$ cat src/rtl/uart_fc.sv
// uart_fc: UART transceiver with RX/TX FIFOs and RTS/CTS hardware flow control.
// Frame: start bit, DATA_BITS data bits (LSB first), optional even parity, one stop bit.
// Optional feature macro: UART_PARITY_EN (adds the even-parity bit on TX and RX).
module uart_fc #(
    parameter int CLK_DIV    = 104,
    parameter int DATA_BITS  = 8,
    parameter int FIFO_DEPTH = 16,
    parameter int RTS_MARGIN = 4
) (
    input  logic                 clk,
    input  logic                 resetn,
    input  logic [DATA_BITS-1:0] tx_data,
    input  logic                 tx_valid,
    output logic                 tx_ready,
    output logic [DATA_BITS-1:0] rx_data,
    output logic                 rx_valid,
    input  logic                 rx_ready,
    input  logic                 err_clr,
    output logic                 rx_overrun,
    output logic                 frame_err,
    output logic                 parity_err,
    input  logic                 uart_rx,
    input  logic                 uart_cts,
    output logic                 uart_tx,
    output logic                 uart_rts
);
    localparam int AW = $clog2(FIFO_DEPTH);
    localparam int PW = AW + 1;
    localparam int CW = $clog2(CLK_DIV);
    localparam int BW = $clog2(DATA_BITS);
    localparam logic [CW-1:0] DIV_LAST  = CW'(CLK_DIV - 1);
    localparam logic [CW-1:0] HALF_LAST = CW'(CLK_DIV / 2 - 1);
    localparam logic [BW-1:0] BIT_LAST  = BW'(DATA_BITS - 1);
    localparam logic [PW-1:0] DEPTH_P   = PW'(FIFO_DEPTH);
    localparam logic [PW-1:0] MARGIN_P  = PW'(RTS_MARGIN);
    localparam logic [CW-1:0] CNT_ZERO  = {CW{1'b0}};
    localparam logic [CW-1:0] CNT_ONE   = CW'(1'b1);
    localparam logic [BW-1:0] BIT_ZERO  = {BW{1'b0}};
    localparam logic [BW-1:0] BIT_ONE   = BW'(1'b1);

    typedef enum logic [2:0] {
        S_IDLE   = 3'd0,
        S_START  = 3'd1,
        S_DATA   = 3'd2,
        S_PARITY = 3'd3,
        S_STOP   = 3'd4
    } state_e;

`ifdef UART_PARITY_EN
    function automatic logic even_parity(input logic [DATA_BITS-1:0] d);
        return ^d;
    endfunction
`endif

    // Synchronisers and line history
    logic rx_meta_q, rx_sync_q, rx_prev_q, cts_meta_q, cts_sync_q;

    // TX FIFO and TX FSM
    logic [DATA_BITS-1:0] tx_mem_q [FIFO_DEPTH];
    logic [PW-1:0]        tx_wr_q, tx_wr_d, tx_rd_q, tx_rd_d;
    logic                 tx_ready_q, tx_ready_d;
    logic                 tx_empty_s, tx_push_s, tx_pop_s;
    logic [DATA_BITS-1:0] tx_head_s;
    state_e               tx_state_q, tx_state_d;
    logic [CW-1:0]        tx_cnt_q, tx_cnt_d;
    logic [BW-1:0]        tx_bit_q, tx_bit_d;
    logic [DATA_BITS-1:0] tx_shift_q, tx_shift_d;
    logic                 tx_line_q, tx_line_d;
`ifdef UART_PARITY_EN
    logic                 tx_par_q, tx_par_d;
    logic                 rx_perr_q, rx_perr_d;
`endif

    // RX FIFO and RX FSM
    logic [DATA_BITS-1:0] rx_mem_q [FIFO_DEPTH];
    logic [PW-1:0]        rx_wr_q, rx_wr_d, rx_rd_q, rx_rd_d, rx_count_s;
    logic                 rx_valid_s, rx_full_s, rx_pop_s, rx_push_s, rx_ovf_s, rx_good_s;
    logic                 rx_overrun_q, rx_overrun_d, rts_q, rts_d;
    logic                 frame_err_q, frame_err_d, parity_err_q, parity_err_d;
    state_e               rx_state_q, rx_state_d;
    logic [CW-1:0]        rx_cnt_q, rx_cnt_d;
    logic [BW-1:0]        rx_bit_q, rx_bit_d;
    logic [DATA_BITS-1:0] rx_shift_q, rx_shift_d;

    // Two-flop synchronisers for uart_rx / uart_cts, plus previous rx level for edge detect
    always_ff @(posedge clk or negedge resetn) begin
        if (!resetn) begin
            rx_meta_q  <= 1'b1;
            rx_sync_q  <= 1'b1;
            rx_prev_q  <= 1'b1;
            cts_meta_q <= 1'b1;
            cts_sync_q <= 1'b1;
        end else begin
            rx_meta_q  <= uart_rx;
            rx_sync_q  <= rx_meta_q;
            rx_prev_q  <= rx_sync_q;
            cts_meta_q <= uart_cts;
            cts_sync_q <= cts_meta_q;
        end
    end

    // TX FIFO pointer arithmetic; tx_ready is registered from the post-update count
    always_comb begin
        tx_empty_s = (tx_wr_q == tx_rd_q);
        tx_head_s  = tx_mem_q[tx_rd_q[AW-1:0]];
        tx_push_s  = tx_valid && tx_ready_q;
        tx_wr_d    = tx_wr_q + PW'(tx_push_s);
        tx_rd_d    = tx_rd_q + PW'(tx_pop_s);
        tx_ready_d = ((tx_wr_d - tx_rd_d) < DEPTH_P);
    end

    // TX next state: the FIFO head is popped at the moment a frame is committed
    always_comb begin
        tx_state_d = tx_state_q;
        tx_cnt_d   = tx_cnt_q;
        tx_bit_d   = tx_bit_q;
        tx_shift_d = tx_shift_q;
        tx_pop_s   = 1'b0;
`ifdef UART_PARITY_EN
        tx_par_d   = tx_par_q;
`endif
        case (tx_state_q)
            S_IDLE: begin
                tx_cnt_d = CNT_ZERO;
                if (!tx_empty_s && !cts_sync_q) begin
                    tx_pop_s   = 1'b1;
                    tx_state_d = S_START;
                    tx_shift_d = tx_head_s;
`ifdef UART_PARITY_EN
                    tx_par_d   = even_parity(tx_head_s);
`endif
                end else begin
                    tx_state_d = S_IDLE;
                end
            end
            S_START: begin
                if (tx_cnt_q == DIV_LAST) begin
                    tx_state_d = S_DATA;
                    tx_cnt_d   = CNT_ZERO;
                    tx_bit_d   = BIT_ZERO;
                end else begin
                    tx_cnt_d = tx_cnt_q + CNT_ONE;
                end
            end
            S_DATA: begin
                if (tx_cnt_q == DIV_LAST) begin
                    tx_cnt_d   = CNT_ZERO;
                    tx_shift_d = {1'b0, tx_shift_q[DATA_BITS-1:1]};
                    if (tx_bit_q == BIT_LAST) begin
`ifdef UART_PARITY_EN
                        tx_state_d = S_PARITY;
`else
                        tx_state_d = S_STOP;
`endif
                    end else begin
                        tx_bit_d = tx_bit_q + BIT_ONE;
                    end
                end else begin
                    tx_cnt_d = tx_cnt_q + CNT_ONE;
                end
            end
`ifdef UART_PARITY_EN
            S_PARITY: begin
                if (tx_cnt_q == DIV_LAST) begin
                    tx_state_d = S_STOP;
                    tx_cnt_d   = CNT_ZERO;
                end else begin
                    tx_cnt_d = tx_cnt_q + CNT_ONE;
                end
            end
`endif
            S_STOP: begin
                if (tx_cnt_q == DIV_LAST) begin
                    tx_cnt_d = CNT_ZERO;
                    if (!tx_empty_s && !cts_sync_q) begin
                        tx_pop_s   = 1'b1;
                        tx_state_d = S_START;
                        tx_shift_d = tx_head_s;
`ifdef UART_PARITY_EN
                        tx_par_d   = even_parity(tx_head_s);
`endif
                    end else begin
                        tx_state_d = S_IDLE;
                    end
                end else begin
                    tx_cnt_d = tx_cnt_q + CNT_ONE;
                end
            end
            default: begin
                tx_state_d = S_IDLE;
                tx_cnt_d   = CNT_ZERO;
            end
        endcase
    end

    // TX line level for the upcoming state, so uart_tx is a flop output
    always_comb begin
        tx_line_d = 1'b1;
        case (tx_state_d)
            S_IDLE:   tx_line_d = 1'b1;
            S_START:  tx_line_d = 1'b0;
            S_DATA:   tx_line_d = tx_shift_d[0];
`ifdef UART_PARITY_EN
            S_PARITY: tx_line_d = tx_par_d;
`endif
            S_STOP:   tx_line_d = 1'b1;
            default:  tx_line_d = 1'b1;
        endcase
    end

    // RX next state: start validated at half bit, then one sample per bit period
    always_comb begin
        rx_state_d = rx_state_q;
        rx_cnt_d   = rx_cnt_q;
        rx_bit_d   = rx_bit_q;
        rx_shift_d = rx_shift_q;
`ifdef UART_PARITY_EN
        rx_perr_d  = rx_perr_q;
`endif
        case (rx_state_q)
            S_IDLE: begin
                rx_cnt_d = CNT_ZERO;
                if (rx_prev_q && !rx_sync_q) begin
                    rx_state_d = S_START;
                end else begin
                    rx_state_d = S_IDLE;
                end
            end
            S_START: begin
                if (rx_cnt_q == HALF_LAST) begin
                    rx_cnt_d = CNT_ZERO;
                    rx_bit_d = BIT_ZERO;
                    if (rx_sync_q) begin
                        rx_state_d = S_IDLE;
                    end else begin
                        rx_state_d = S_DATA;
                    end
                end else begin
                    rx_cnt_d = rx_cnt_q + CNT_ONE;
                end
            end
            S_DATA: begin
                if (rx_cnt_q == DIV_LAST) begin
                    rx_cnt_d   = CNT_ZERO;
                    rx_shift_d = {rx_sync_q, rx_shift_q[DATA_BITS-1:1]};
                    if (rx_bit_q == BIT_LAST) begin
`ifdef UART_PARITY_EN
                        rx_state_d = S_PARITY;
`else
                        rx_state_d = S_STOP;
`endif
                    end else begin
                        rx_bit_d = rx_bit_q + BIT_ONE;
                    end
                end else begin
                    rx_cnt_d = rx_cnt_q + CNT_ONE;
                end
            end
`ifdef UART_PARITY_EN
            S_PARITY: begin
                if (rx_cnt_q == DIV_LAST) begin
                    rx_cnt_d   = CNT_ZERO;
                    rx_perr_d  = even_parity(rx_shift_q) ^ rx_sync_q;
                    rx_state_d = S_STOP;
                end else begin
                    rx_cnt_d = rx_cnt_q + CNT_ONE;
                end
            end
`endif
            S_STOP: begin
                if (rx_cnt_q == DIV_LAST) begin
                    rx_cnt_d   = CNT_ZERO;
                    rx_state_d = S_IDLE;
                end else begin
                    rx_cnt_d = rx_cnt_q + CNT_ONE;
                end
            end
            default: begin
                rx_state_d = S_IDLE;
                rx_cnt_d   = CNT_ZERO;
            end
        endcase
    end

    // RX frame verdict at the stop-bit sample point
    always_comb begin
        if ((rx_state_q == S_STOP) && (rx_cnt_q == DIV_LAST)) begin
            frame_err_d = !rx_sync_q;
`ifdef UART_PARITY_EN
            parity_err_d = rx_perr_q;
            rx_good_s    = rx_sync_q && !rx_perr_q;
`else
            parity_err_d = 1'b0;
            rx_good_s    = rx_sync_q;
`endif
        end else begin
            frame_err_d  = 1'b0;
            parity_err_d = 1'b0;
            rx_good_s    = 1'b0;
        end
    end

    // RX FIFO control: a same-cycle pop makes room on a full FIFO; overrun set beats clear
    always_comb begin
        rx_count_s = rx_wr_q - rx_rd_q;
        rx_valid_s = (rx_wr_q != rx_rd_q);
        rx_full_s  = (rx_count_s == DEPTH_P);
        rx_pop_s   = rx_valid_s && rx_ready;
        rx_push_s  = rx_good_s && (!rx_full_s || rx_pop_s);
        rx_ovf_s   = rx_good_s && rx_full_s && !rx_pop_s;
        rx_wr_d    = rx_wr_q + PW'(rx_push_s);
        rx_rd_d    = rx_rd_q + PW'(rx_pop_s);
        if (rx_ovf_s) begin
            rx_overrun_d = 1'b1;
        end else if (err_clr) begin
            rx_overrun_d = 1'b0;
        end else begin
            rx_overrun_d = rx_overrun_q;
        end
        rts_d = ((DEPTH_P - rx_count_s) <= MARGIN_P);
    end

    // State, pointer and flag registers for both directions
    always_ff @(posedge clk or negedge resetn) begin
        if (!resetn) begin
            tx_wr_q      <= {PW{1'b0}};
            tx_rd_q      <= {PW{1'b0}};
            tx_ready_q   <= 1'b0;
            tx_state_q   <= S_IDLE;
            tx_cnt_q     <= CNT_ZERO;
            tx_bit_q     <= BIT_ZERO;
            tx_shift_q   <= {DATA_BITS{1'b0}};
            tx_line_q    <= 1'b1;
            rx_wr_q      <= {PW{1'b0}};
            rx_rd_q      <= {PW{1'b0}};
            rx_state_q   <= S_IDLE;
            rx_cnt_q     <= CNT_ZERO;
            rx_bit_q     <= BIT_ZERO;
            rx_shift_q   <= {DATA_BITS{1'b0}};
            rx_overrun_q <= 1'b0;
            rts_q        <= 1'b1;
            frame_err_q  <= 1'b0;
            parity_err_q <= 1'b0;
`ifdef UART_PARITY_EN
            tx_par_q     <= 1'b0;
            rx_perr_q    <= 1'b0;
`endif
        end else begin
            tx_wr_q      <= tx_wr_d;
            tx_rd_q      <= tx_rd_d;
            tx_ready_q   <= tx_ready_d;
            tx_state_q   <= tx_state_d;
            tx_cnt_q     <= tx_cnt_d;
            tx_bit_q     <= tx_bit_d;
            tx_shift_q   <= tx_shift_d;
            tx_line_q    <= tx_line_d;
            rx_wr_q      <= rx_wr_d;
            rx_rd_q      <= rx_rd_d;
            rx_state_q   <= rx_state_d;
            rx_cnt_q     <= rx_cnt_d;
            rx_bit_q     <= rx_bit_d;
            rx_shift_q   <= rx_shift_d;
            rx_overrun_q <= rx_overrun_d;
            rts_q        <= rts_d;
            frame_err_q  <= frame_err_d;
            parity_err_q <= parity_err_d;
`ifdef UART_PARITY_EN
            tx_par_q     <= tx_par_d;
            rx_perr_q    <= rx_perr_d;
`endif
        end
    end

    // FIFO storage writes (data arrays carry no reset)
    always_ff @(posedge clk) begin
        if (tx_push_s) begin
            tx_mem_q[tx_wr_q[AW-1:0]] <= tx_data;
        end
        if (rx_push_s) begin
            rx_mem_q[rx_wr_q[AW-1:0]] <= rx_shift_q;
        end
    end

    assign tx_ready   = tx_ready_q;
    assign rx_valid   = rx_valid_s;
    assign rx_data    = rx_mem_q[rx_rd_q[AW-1:0]];
    assign rx_overrun = rx_overrun_q;
    assign frame_err  = frame_err_q;
    assign parity_err = parity_err_q;
    assign uart_tx    = tx_line_q;
    assign uart_rts   = rts_q;

endmodule
$ cat config.mk
export PLATFORM = sky130hd
export DESIGN_NAME = uart_fc
export DESIGN_NICKNAME = d
export VERILOG_FILES = /design/src/rtl/uart_fc.sv
export SDC_FILE = /design/constraint.sdc
export NUM_CORES = 1
export LEC_CHECK = 0
export ABC_AREA = 1
export CORE_ASPECT_RATIO = 1.2
export CORE_MARGIN = 2
export CORE_UTILIZATION = 45
export DETAILED_ROUTE_END_ITERATION = 10
export SLEW_MARGIN = 40
export SYNTH_ARGS = -nofsm -noshare
export SYNTH_HDL_FRONTEND = slang
export SYNTH_SLANG_ARGS = --single-unit
$ cat constraint.sdc
create_clock -name clk -period 3.8 [get_ports clk]
set_clock_uncertainty 0.15 [all_clocks]
set_input_delay 0.76 -clock clk [delete_from_list [all_inputs] [get_ports clk]]
set_output_delay 0.76 -clock clk [all_outputs]
set_load 0.05 [all_outputs]
======== Yosys cells after proc, flatten, opt, wreduce, memory -nomap -nowiden ========
Memory sizes are Yosys's and may differ from the RTL's.
Cells that the tools add are included.
operators by class
  add/sub/neg operators ................... 11
  order comparisons ....................... 2
  equality and inequality tests ........... 25
  mux-type cells .......................... 42
  reduce and logical (&&, ||, !) cells .... 27
operator list
  cell                   number
  $mux W3                14
  $mux W7                4
  $mux W8                3
  $pmux W3 S4            2
  $pmux W8 S3            1
  $add A5 B1 Y5          4
  $ne A2 B2 Y1 const B   9
  $add A7 B1 Y7 const B  2
  $eq A7 B7 Y1 const B   2
  $pmux W7 S2            1
  $eq A3 B3 Y1 const B   4
  $mux W1                12
  $pmux W3 S2            2
  $reduce_and A4 Y1      3
  $sub A5 B5 Y5          2
  $eq A3 B1 Y1 const B   3
  $eq A3 B2 Y1 const B   3
  $logic_and A1 B1 Y1    8
  $eq A7 B6 Y1 const B   1
  $add A3 B1 Y3 const B  2
  $logic_not A3 Y1       2
  $reduce_bool A2 Y1     3
  $eq A5 B5 Y1           1
  $eq A5 B5 Y1 const B   1
  other kinds (13)       18
storage, ports and cells
  bits in registers ....................... 72
  bits in writable memories ............... 256
  output and inout bits ................... 15
  memories kept ........................... 2
memories
  memory    words  width  read ports  clocked after Yosys merged registers in  write ports  line  RTL
  rx_mem_q  16     8      1           0                                        1            75    logic [DATA_BITS-1:0] rx_mem_q [FIFO_DEPTH];
  tx_mem_q  16     8      1           0                                        1            59    logic [DATA_BITS-1:0] tx_mem_q [FIFO_DEPTH];

======== Depth between registers and ports, before layout ========
  word-level depth ........................ 9
  mapped depth ............................ 18
  depth with buffers taken out ............ 17

======== Worst setup path after synthesis ========
OpenSTA, ideal clock, no wires.
  path type ............................... register to register
  start point ............................. reg rx_rd_q[1]
  end point ............................... mem rx_mem_q[2][0], enable pin
  setup time .............................. 370 ps
  data arrival time ....................... 2630 ps
  required time ........................... 3280 ps
  setup slack ............................. 650 ps
  stages on the path, launching flop included .. 13
  clock period less this slack ............ 3150 ps
  cells stage by stage .................... dfrtp_1 clkbuf_1 inv_1 clkbuf_1 fa_1 a221oi_1 xnor2_1 ha_1 nand2_1 nand2_2 nor2_4 nand2_2 nor2_1
on the way
  word-level cells in the longest chain between the ends .. 7
ends and longest elaborated chain
  what                               line  RTL
  start: declaration                 76    logic [PW-1:0] rx_wr_q, rx_wr_d, rx_rd_q, rx_rd_d, rx_count_s;
  start signal: assignment           335   rx_rd_q <= {PW{1'b0}};
  start signal: assignment           358   rx_rd_q <= rx_rd_d;
  $sub A5 B5 Y5                      305   rx_count_s = rx_wr_q - rx_rd_q;
  $eq A5 B5 Y1                       307   rx_full_s = (rx_count_s == DEPTH_P);
  $logic_not A1 Y1                   309   rx_push_s = rx_good_s && (!rx_full_s || rx_pop_s);
  $logic_or A1 B1 Y1 (*)             309
  $logic_and A1 B1 Y1 (*)            309
  $mux W1 (*)                        379   if (rx_push_s) begin
  $mux W1 (implied by the code) (*)  380   rx_mem_q[rx_wr_q[AW-1:0]] <= rx_shift_q;
  end: declaration                   75
Every way passes the cells marked *; elsewhere a longest branch is shown, timed or not.

======== Final worst setup path ========
  start point ............................. reg rx_rd_q[0]
  end point ............................... out rx_data[3]
on the way
  word-level cells in the longest chain between the ends .. 1
ends and longest elaborated chain
  what              line  RTL
  $mem_v2 Z16 W8    n/a
  end: declaration  15    output logic [DATA_BITS-1:0] rx_data,
Every way passes these cells.

==> flow_metrics.tcl <==
set metrics [dict create \
    grt_usage_pct 19.0 \
    reg2reg_to "rx_mem_q[15][5]" \
    port_buffers 28 \
    insertion_delay_ns 0.53 \
    multi_input_area_sq_um 3810 \
    syn_avg_cell_area_sq_um 12.0 \
    crit_start "rx_rd_q[0]" \
    placedInstanceArea_sq_um 14700 \
    finalSetupTns_ns 0 \
    postCtsSetupBuffers 0 \
    grt_max_degree 98 \
    timing.final.crit_share_pct 90.3 \
    path_max_fanout 97 \
    synth_nets 1198 \
    drt_pass1_iterations 5 \
    initial_utilization_pct 45.8 \
    drive_above_1_share_pct 11.1 \
    cts_tree "built" \
    grt_pass1_vias 8587 \
    cellLeakagePower_nw 6.01 \
    ys_types 50 \
    finalInstanceArea_sq_um 15900 \
    cts.path.max_buffers 3 \
    utilization_pct 52.0 \
    antennaDiodeCount 0 \
    crit_path_end_kind "output port" \
    reg2reg_depth 12 \
    async_reset_ff_share_pct 22.0 \
    overflow 0 \
    syn_inst 1161 \
    grt_pass1_wl_um 46900 \
    crit_path_start_kind "register" \
    irDropWorstVdd_mv 0.424 \
    die_area_sq_um 32400 \
    areaGrowthSynthToFinish_pct 13.6 \
    synthFlopType "edfxtp_1" \
    fmax_ghz 0.291 \
    fill_cells 2675 \
    die_width_um 165 \
    cts_sinks 328 \
    hold_violations 0 \
    placementRows 70 \
    finalSetupViolCount 0 \
    wirelength_um 29800 \
    place_congestion 0.825 \
    yosys_warnings 0 \
    die_h_um 197 \
    drt_iter0_markers 609 \
    maxCapViolCount 0 \
    tightest_slew_ns 0.813 \
    cts.reportedPaths.clkPinSlew_ns 0.06 \
    reg2reg_slack_ns 0.42 \
    drc 0 \
    cp_data_arrival_time_ns 2.52 \
    syn_area_sq_um 14000 \
    cts_htree_levels 2 \
    finalCriticalPeriod_ns 3.43 \
    boundaryPins 30 \
    viasPerCell 5.31 \
    dp_hpwl_um 18600 \
    postCtsHoldBufs 0 \
    antenna_found_initial 0 \
    hp-class "primary input to asynchronous set/reset pin" \
    cts_resized 0 \
    vias 8591 \
    slew_headroom_pct 45.6 \
    postRouteAntennaNets 0 \
    layout.cells.non_filler 1617 \
    place_inst 1555 \
    power.density_nw_per_um2 470 \
    power_mw 7.45 \
    reg2reg_from "rx_wr_q[0]" \
    synth_seq_cells 328 \
    slew_violations 0 \
    cts_made_buffers 34 \
    wl_per_cell_um 18.4 \
    worstPathRequired_ns 2.89 \
    cts-root-buf "clkbuf_16" \
    core-area_sq_um 30500 \
    nets 1232 \
    seq_area_sq_um 9510 \
    yosysSeqAreaShare_pct 68.1 \
    worstSetupPathType "register to output port" \
    rsz0062_at_grt "false" \
    status "finished clean" \
    synth_edf_count 256 \
]
-- cells in the mapped netlist (all sizes together) (2+ instances only) --
cell type,instances,area share (%)
nand3,63,2.4
o211ai,39,2.1
a22oi,13,0.70
nand2,223,6.2
clkbuf,20,0.54
a21o,5,0.27
xor2,18,1.2
dfrtp,65,12
nor2,75,2.3
a32o,8,0.57
nand4,2,0.13
buf,28,1.3
ha,21,1.9
edfxtp,256,55
o32ai,2,0.13
a21oi,81,2.9
xnor2,7,0.44
inv,106,2.9
mux2i,32,2.3
nor3,9,0.36
o21ai,66,2.4
dfstp,7,1.3
-- kinds of logic after synthesis --
logic type	Yosys count	share of synthesized area, %
buf+inv	155	4.70
other cells	1	0.0269
fa+ha+maj	22	2.03
mux	32	2.30
xor+xnor	25	1.62
simple gates	375	11.6
compound gates	223	9.64
flops	328	68.1
-- state kept, by name (all words and copies together) (netlist names), 3 cells and up --
register / count
tx_mem_q: 128
tx_shift_q: 8
rx_state_q: 3
tx_cnt_q: 7
tx_state_q: 3
rx_shift_q: 8
rx_cnt_q: 7
rx_rd_q: 5
tx_rd_q: 5
rx_mem_q: 128
tx_bit_q: 3
tx_wr_q: 5
rx_wr_q: 5
rx_bit_q: 3
-- placed cells by master, fill, tap and decap left out, types with 32 or more instances in the layout --
cell	instances
a21oi_1	81
clkbuf_16	35
dfrtp_1	58
edfxtp_1	256
inv_1	96
mux2i_1	32
nand2_1	213
nand3_1	60
nor2_1	62
o211ai_1	39
o21ai_0	54
-- through the flow --
step / setup slack [ns] / hold slack, ns
after floorplan: 0.650 / 0.195
after global placement: 0.531 / 0.196
after detailed placement: 0.417 / 0.199
after CTS: 0.299 / 0.104
after global routing: 0.150 / 0.125
final: 0.369 / 0.0795
-- per-layer routing --
| metal | GRT usage, % | up-vias | routed length (um) | part of all wire, % |
|---|---|---|---|---|
| met5 | 0 | - | 0 | 0 |
| met4 | 7.92 | 0 | 1000 | 3.4 |
| met3 | 2.80 | 67 | 1260 | 4.2 |
| met2 | 32.8 | 197 | 15200 | 51 |
| met1 | 23.8 | 4176 | 12300 | 41 |
| li1 | - | 4151 | - | - |
-- worst max path at each step --
stage	depth (start not counted)	endpoint	slack [ns]
after global routing	7	rx_data[6]	0.15
final	6	rx_data[3]	0.37
after CTS	7	rx_data[6]	0.30
after global placement	12	rx_mem_q[15][1]	0.53
after detailed placement	12	rx_mem_q[15][1]	0.42
after floorplan	12	rx_mem_q[2][0]	0.65
-- cell type report --
| type | count | area share, % |
|---|---|---|
| sequential | 328 | 60.0 |
| multi-input combinational | 678 | 24.0 |
| clock buffer | 47 | 6.06 |
| timing repair buffer | 46 | 3.22 |
| tap | 396 | 3.13 |
| inverter | 107 | 2.53 |
| clock inverter | 15 | 1.06 |
-- critical path: stages (launching register included) --
cell	delay (ns)
dfrtp_4	0.41
buf_6	0.57
mux2i_1	0.28
o21ai_0	0.13
o211ai_1	0.23
nand2_1	0.13
buf_12	0.17
-- power breakdown --
group	internal, mW	switching, mW
registers	3.90	0.0457
logic	0.0663	0.113
clock network	1.98	1.34
Power figures use the tool's default switching activity.
